## src/rtl/bin_to_bcd_seq.sv

```systemverilog
// Sequential 14-bit binary to 4-digit BCD converter (shift-add-3, fixed latency).
// Define OVF_SATURATE_EN to show 9999 on overflow instead of EEEE.
module bin_to_bcd_seq (
  input  logic        clk,
  input  logic        rst_n,
  input  logic        start,
  input  logic [13:0] bin,
  output logic        busy,
  output logic        done,
  output logic        ovf,
  output logic [3:0]  data1,
  output logic [3:0]  data2,
  output logic [3:0]  data3,
  output logic [3:0]  data4
);

`ifdef OVF_SATURATE_EN
  localparam logic [15:0] OVF_DIGITS = 16'h9999;
`else
  localparam logic [15:0] OVF_DIGITS = 16'hEEEE;
`endif

  typedef enum logic [1:0] {
    IDLE  = 2'd0,
    SHIFT = 2'd1,
    DONE  = 2'd2
  } state_e;

  state_e      state_q;
  logic [3:0]  cnt_q;
  logic [13:0] sr_q;
  logic [15:0] bcd_q;
  logic [15:0] bcd_d;
  logic        ovfp_q;
  logic        busy_q;
  logic        done_q;
  logic        ovf_q;
  logic [15:0] dig_q;

  always_comb begin
    bcd_d = bcd_q;
    for (int i = 0; i < 4; i++) begin
      if (bcd_q[4*i +: 4] >= 4'd5)
        bcd_d[4*i +: 4] = bcd_q[4*i +: 4] + 4'd3;
    end
  end

  // Cycle 15 in SHIFT publishes the result; scratch never reaches the pins.
  always_ff @(posedge clk or negedge rst_n) begin
    if (!rst_n) begin
      state_q <= IDLE;
      cnt_q   <= '0;
      sr_q    <= '0;
      bcd_q   <= '0;
      ovfp_q  <= 1'b0;
      busy_q  <= 1'b0;
      done_q  <= 1'b0;
      ovf_q   <= 1'b0;
      dig_q   <= '0;
    end else begin
      unique case (state_q)
        IDLE: begin
          done_q <= 1'b0;
          if (start) begin
            state_q <= SHIFT;
            busy_q  <= 1'b1;
            sr_q    <= bin;
            bcd_q   <= '0;
            cnt_q   <= '0;
            ovfp_q  <= (bin > 14'd9999);
          end
        end
        SHIFT: begin
          if (cnt_q == 4'd14) begin
            state_q <= DONE;
            done_q  <= 1'b1;
            ovf_q   <= ovfp_q;
            dig_q   <= ovfp_q ? OVF_DIGITS : bcd_q;
          end else begin
            {bcd_q, sr_q} <= {bcd_d[14:0], sr_q, 1'b0};
            cnt_q         <= cnt_q + 4'd1;
          end
        end
        DONE: begin
          state_q <= IDLE;
          busy_q  <= 1'b0;
          done_q  <= 1'b0;
        end
        default: begin
          state_q <= IDLE;
          busy_q  <= 1'b0;
          done_q  <= 1'b0;
        end
      endcase
    end
  end

  assign busy  = busy_q;
  assign done  = done_q;
  assign ovf   = ovf_q;
  assign data1 = dig_q[15:12];
  assign data2 = dig_q[11:8];
  assign data3 = dig_q[7:4];
  assign data4 = dig_q[3:0];

endmodule

```

## config.mk

```make
export PLATFORM = sky130hd
export DESIGN_NAME = bin_to_bcd_seq
export DESIGN_NICKNAME = d
export VERILOG_FILES = /design/src/rtl/bin_to_bcd_seq.sv
export SDC_FILE = /design/constraint.sdc
export NUM_CORES = 1
export LEC_CHECK = 0
export ABC_AREA = 1
export CAP_MARGIN = 20
export CORE_UTILIZATION = 63
export DETAILED_ROUTE_END_ITERATION = 6
export DONT_BUFFER_PORTS = 1
export PLACE_DENSITY = 0.76
export SLEW_MARGIN = 20
export SYNTH_ARGS = -nofsm -noshare
export SYNTH_HDL_FRONTEND = slang
export SYNTH_SLANG_ARGS = --single-unit
export TNS_END_PERCENT = 100
```

## constraint.sdc

```tcl
create_clock -name clk -period 1.7 [get_ports clk]
set_input_delay 0.17 -clock clk [delete_from_list [all_inputs] [get_ports clk]]
set_output_delay 0.17 -clock clk [all_outputs]
set_load 0.01 [all_outputs]
```

==> run summary, run 1 <==
CTS Root Cell: clkbuf_8
Die Height: 67.8 um
Crit path cell chain: inv_1 -> ha_1 -> nand3_2 -> nand2_2 -> nand2_2 -> inv_2 -> buf_12 -> nand2_1 -> nand2_1
Startpoint types: flip-flop
Final ANT Viol Nets: 0
Placeable Area: 4090 um^2
IO Pins: 36
RSZ-0062 raised after global routing: false
Clk sink count: 56
Critical path depth: 9
Final wirelength: 5270 um
Die ar.: 4600 um^2
Avg Cell Area, Syn: 8.06 um^2
Layout Cells excl Fill: 402
Post-DP HPWL: 3420 um
DR DRC count: 0
Placer congestion estimate: 0.901
FF-to-FF Start: cnt_q[0]
TNS Setup: 0 ns
Tightest Pin Transition: 0.440 ns
Reg2reg path depth: 9
Final Hold Fails: 0
Port Buffers: 0
Crit path buffers/inverters: 3
Pleak: 1.58 nW
CP max-delay cell: dfrtp_1
CP Max Fanout: 18
Syn. warnings: 0
Distinct cells, synth: 21
Hold Path Origin: bin[6]
Cell area after synthesis: 2730 um^2
CTS tree: yes
Vias per cell: 5.50
Multi-input logic area: 1160 um^2
Layout net count: 378
All-Layer GR Usage: 0.258
Final setup viols: 0
Sequential area share after synthesis: 0.513
First-pass GRT wire length: 8740 um
DR pass1 iterations: 5
VDD IR max: 0.000973 V
Clock transition at path regs: 0.10 ns
Register area: 1400 um^2
Crit end category: flip-flop
CP Data Required Time: 1.95 ns
Setup Crit Path Kind: flip-flop to flip-flop
Max_cap viols: 0
Max Freq: 632 MHz
Worst EP arrival: 1.83 ns
Fillers: 311
DRT iter0 DRCs: 199
Delay of the slowest critical-path stage: 0.41 ns
Post-CTS sizing: 0
Post-synth top area share: 0.513
H-tree levels: 2
WL per Instance: 13.1 um
Synthesized Nets: 366
GRT Residual Overflow: 0
Worst hold margin: 0.0124 ns
Outcome: completed
Reg-to-reg setup timing slack: 0.12 ns
Placed cells: 383
Hold depth: 2
Layout cells sized above 1: 0.0710
Initial antenna violation count: 0
Starting density of the core: 0.668
Core Rows: 23
RR Endpoint: bcd_q[10]
Worst skew pair latency: 0.31 ns
Most area-hungry cell type in the Yosys netlist: dfrtp_1
# diodes: 0
Layout area overhead: 10.6%
CTS Buffer Depth: 2
Pin count of the biggest net entering global routing: 57
Hold WC Path Type: input port to flip-flop
Total power per unit cell area: 1890 nW/um^2
Worst slew margin: 0.706
Max-slew violation count: 0
Crit. Startpoint: cnt_q[0]
Synth Instances: 339
Vias in the first global route: 2055
Postcts setup bufs: 0
Final Skew: 0.0138 ns
Min-Delay Endpoint: sr_q[6]
CP delay by family, top: simple AND/OR/NAND/NOR gates
Fin crit share: 0.930
CTS buffer count: 5
Chip width: 67.8 um
Top cells by area, synth: dfrtp_1, nand2_1, nand3_1, ha_1, inv_1
FF+latch count, synth: 56
Post-layout min period: 1.58 ns
Vias post-DR: 2211
-- metal layers --
metal,global-route usage,part of all wire,up-vias
met5,0,0,-
met4,0.107,0.021,0
met3,0.0550,0.044,8
met2,0.437,0.49,60
met1,0.318,0.45,1039
li1,-,-,1104
-- registers in the layout, indices dropped and copies added, names as in the netlist --
signal   count
bcd_q       16
busy         1
cnt_q        4
dig_q       16
done         1
ovf          1
ovfp_q       1
sr_q        14
state_q      2
-- synth_stat cells, drive strengths merged --
cell type / number
clkbuf: 2
nand3: 31
nand3b: 2
nor2: 12
o22ai: 1
buf: 8
o21ai: 24
dfrtp: 56
a21oi: 2
nand4: 12
nand2: 146
inv: 30
o21bai: 3
ha: 10
-- cell usage in the layout (no fill, tap or decap), drive strengths merged --
master       count
o21bai           3
dlygate4sd3     10
bufinv           1
ha              10
nor2            12
buf              5
dfrtp           56
nand4           12
o22ai            1
clkbuf           5
inv             30
nand2          146
nand3           31
a21oi            2
clkinv           2
o21ai           24
nand3b           2
-- worst max-delay path by stage --
| stage | end | slack, ns |
|---|---|---|
| floorplan | bcd_q[12] | 0.31 |
| global placement | bcd_q[7] | 0.21 |
| detailed placement | bcd_q[4] | 0.16 |
| CTS | bcd_q[10] | 0.11 |
| global route | bcd_q[3] | 0.002 |
| finish | bcd_q[10] | 0.12 |
-- cell type report --
cell class                 instances  area share
tap                               50      0.0207
sequential                        56       0.464
clock inverter                     3      0.0157
inverter                          30      0.0373
clock buffer                       5      0.0228
timing repair buffer              15      0.0563
multi-input combinational        243       0.383
-- cells by family (layout without fill, tap and decap cells) --
family	Yosys count	after routing	share of synthesized area
AND/OR/NAND/NOR	203	203	0.320
AO/OA/AOI/OAI	30	30	0.0582
buffers and inverters	40	53	0.0632
adder cells (fa/ha/maj)	10	10	0.0458
flip-flops	56	56	0.513
-- power breakdown --
| part | internal, mW | leakage [nW] | switching (mW) |
|---|---|---|---|
| Combinational | 0.869 | 0.830 | 1.42 |
| Clock | 0.444 | 0.0583 | 0.420 |
| Sequential | 1.95 | 0.694 | 0.601 |
| Total | 3.26 | 1.58 | 2.44 |
-- through the flow --
step                worst slack (ns)   util  cell area (um^2)  power, mW
detailed placement             0.159  0.679              2780       4.79
finish                         0.119  0.739              3020       5.70
global route                 0.00229  0.739              3020       6.26
global placement               0.213  0.679              2780       4.70
CTS                            0.109  0.739              3020       5.73
floorplan                      0.310      -              2730       4.30
-- timing repair --
| item | in CTS | in global routing |
|---|---|---|
| endpoints found under the setup margin | 0 | 0 |
| endpoints found under the hold margin | 65 | 0 |
| hold buffers | 11 | 0 |
(Power assumes the default switching activity.)
==> inputs of run 2 (changes only) <==
--- a/config.mk
+++ b/config.mk
@@ -7,10 +7,10 @@
 export LEC_CHECK = 0
 export ABC_AREA = 1
 export CAP_MARGIN = 20
-export CORE_UTILIZATION = 63
+export CORE_UTILIZATION = 55
 export DETAILED_ROUTE_END_ITERATION = 6
 export DONT_BUFFER_PORTS = 1
-export PLACE_DENSITY = 0.76
+export PLACE_DENSITY = 0.67
 export SLEW_MARGIN = 20
 export SYNTH_ARGS = -nofsm -noshare
 export SYNTH_HDL_FRONTEND = slang
==> run 2 against run 1 <==
- die area is 14% higher
- register-to-register slack better by 0.13 ns
- clock power is 11% lower
- critical endpoint is now sr_q[3]
==> run summary, run 2 (same netlist as run 1, synthesis figures left out) <==
Core Rows: 25
CP max-delay cell: dfrtp_1
CTS Buffer Depth: 2
Design area: 3060 um^2
Max-slew violation count: 0
Total power per unit cell area: 1850 nW/um^2
RSZ-0062 raised after global routing: false
Vias in the first global route: 2172
CTS Root Cell: clkbuf_8
VDD IR max: 0.000824 V
Commonest non-fill, non-tap cell in the layout: nand2_1
Multi-input logic area: 1160 um^2
GRT Residual Overflow: 0
Post-CTS sizing: 0
DR DRC count: 0
Fin crit share: 0.854
DR pass1 iterations: 5
Layout area overhead: 12.1%
Register area: 1400 um^2
Final Hold Fails: 0
DRT iter0 DRCs: 179
Worst slack, placed: 0.249 ns
Layout cells sized above 1: 0.0706
Initial antenna violation count: 0
# diodes: 0
Reg-to-reg setup timing slack: 0.25 ns
All-Layer GR Usage: 0.231
Vias per cell: 5.24
CP Max Fanout: 11
Placeable Area: 4750 um^2
Worst skew pair latency: 0.31 ns
TNS Setup: 0 ns
Vias post-DR: 2207
Final Skew: 0.00896 ns
Top flop regs: bcd_q x16, dig_q x16, sr_q x14
Crit end category: flip-flop
Final core utilization: 0.644
Hold WC Path Type: input port to flip-flop
Final ANT Viol Nets: 0
CP Data Required Time: 1.95 ns
Pleak: 1.59 nW
Most frequent cells in the layout: nand2_1, dfrtp_1, nand3_1
WL per Instance: 12.6 um
Delay of the slowest critical-path stage: 0.40 ns
Max Freq: 688 MHz
Placed inst area: 2820 um^2
Clk sink count: 56
CTS buffer count: 5
Worst slew margin: 0.680
Most frequent CP cell: nand2_2
Startpoint types: flip-flop
H-tree levels: 2
Layout net count: 381
Die ar.: 5250 um^2
Crit path cell chain: inv_1 -> ha_1 -> nand3_2 -> nand2_2 -> nand2_2 -> inv_2 -> buf_4 -> nand2_1 -> nand3_1
Pin count of the biggest net entering global routing: 57
Setup WS post-layout: 0.248 ns
Max_cap viols: 0
Crit path buffers/inverters: 3
Fillers: 413
Post-DP HPWL: 3530 um
Final wirelength: 5330 um
Outcome: completed
Setup Crit Path Kind: flip-flop to flip-flop
CTS tree: yes
Final setup viols: 0
Chip width: 72.5 um
Tightest Pin Transition: 0.480 ns
First-pass GRT wire length: 9460 um
Starting density of the core: 0.574
Worst EP arrival: 1.70 ns
Die Height: 72.5 um
CP delay by family, top: simple AND/OR/NAND/NOR gates
Placer congestion estimate: 0.860
Post-layout min period: 1.45 ns
IO Pins: 36
Clock transition at path regs: 0.10 ns
Port Buffers: 0
==> run 2: cell types whose count changed in the layout (fill, tap and decap cells not counted), sizes merged <==
cell,delta
clkinv,-2
dlygate4sd3,+2
bufinv,-1
buf,+1
clkbuf,+2
==> run 2: path summary, 6_finish.rpt <==
check                      endpoint  cells past startpoint     start
min in group asynchronous   sr_q[2]                      2     rst_n
setup / recovery            sr_q[3]                      9  cnt_q[0]
max in group asynchronous  dig_q[7]                      2     rst_n
setup reg to reg            sr_q[3]                      9  cnt_q[0]
hold / removal               ovfp_q                      4   bin[11]
hold reg to reg             sr_q[1]                      2   sr_q[1]
==> run 2: area by class of cell <==
cell class / instances / area share
Tap cell: 67 / 0.0274
Multi-Input combinational cell: 243 / 0.378
Sequential cell: 56 / 0.458
Inverter: 30 / 0.0368
Clock buffer: 7 / 0.0315
Timing Repair Buffer: 18 / 0.0687
==> run 2: metrics by stage <==
step,hold WS [ns],instances,power (mW)
after detailed placement,-0.124,401,4.89
after floorplan,-0.126,339,4.30
final,0.0469,421,5.67
after global routing,0.0727,421,6.28
after CTS,0.0407,421,5.73
after global placement,-0.124,401,4.82
==> run 2: what timing repair did <==
action | in CTS | in global routing
hold endpoints to repair | 67 | 0
hold buffers | 13 | 0
setup buffers | 0 | 0
==> run 2: layer usage <==
metal	GRT usage	wire (um)	share of wire	vias to the layer above
li1	-	-	-	1115
met1	0.295	2480	0.47	1023
met2	0.397	2530	0.48	63
met3	0.0472	240	0.045	6
met4	0.0697	69	0.013	0
met5	0	0	0	-
==> run 2: worst reg2reg max path: cells and delay by family, from the launching register on <==
kind	cells	cell delay, ns
adder cells (fa/ha/maj)	1	0.16
AND/OR/NAND/NOR	5	0.48
flip-flops	1	0.40
buffers and inverters	3	0.35
==> run 2: report_power, final <==
| group | internal, mW | switching, mW | total, mW |
|---|---|---|---|
| Combinational | 0.939 | 1.42 | 2.36 |
| Sequential | 1.95 | 0.599 | 2.55 |
| Clock | 0.364 | 0.406 | 0.770 |
==> inputs of run 3 (changes only) <==
--- a/config.mk
+++ b/config.mk
@@ -11,7 +11,6 @@
 export DETAILED_ROUTE_END_ITERATION = 6
 export DONT_BUFFER_PORTS = 1
 export PLACE_DENSITY = 0.67
-export SLEW_MARGIN = 20
 export SYNTH_ARGS = -nofsm -noshare
 export SYNTH_HDL_FRONTEND = slang
 export SYNTH_SLANG_ARGS = --single-unit
==> results of run 3 <==
Final layout, timing and power as in run 2 (identical DEF).
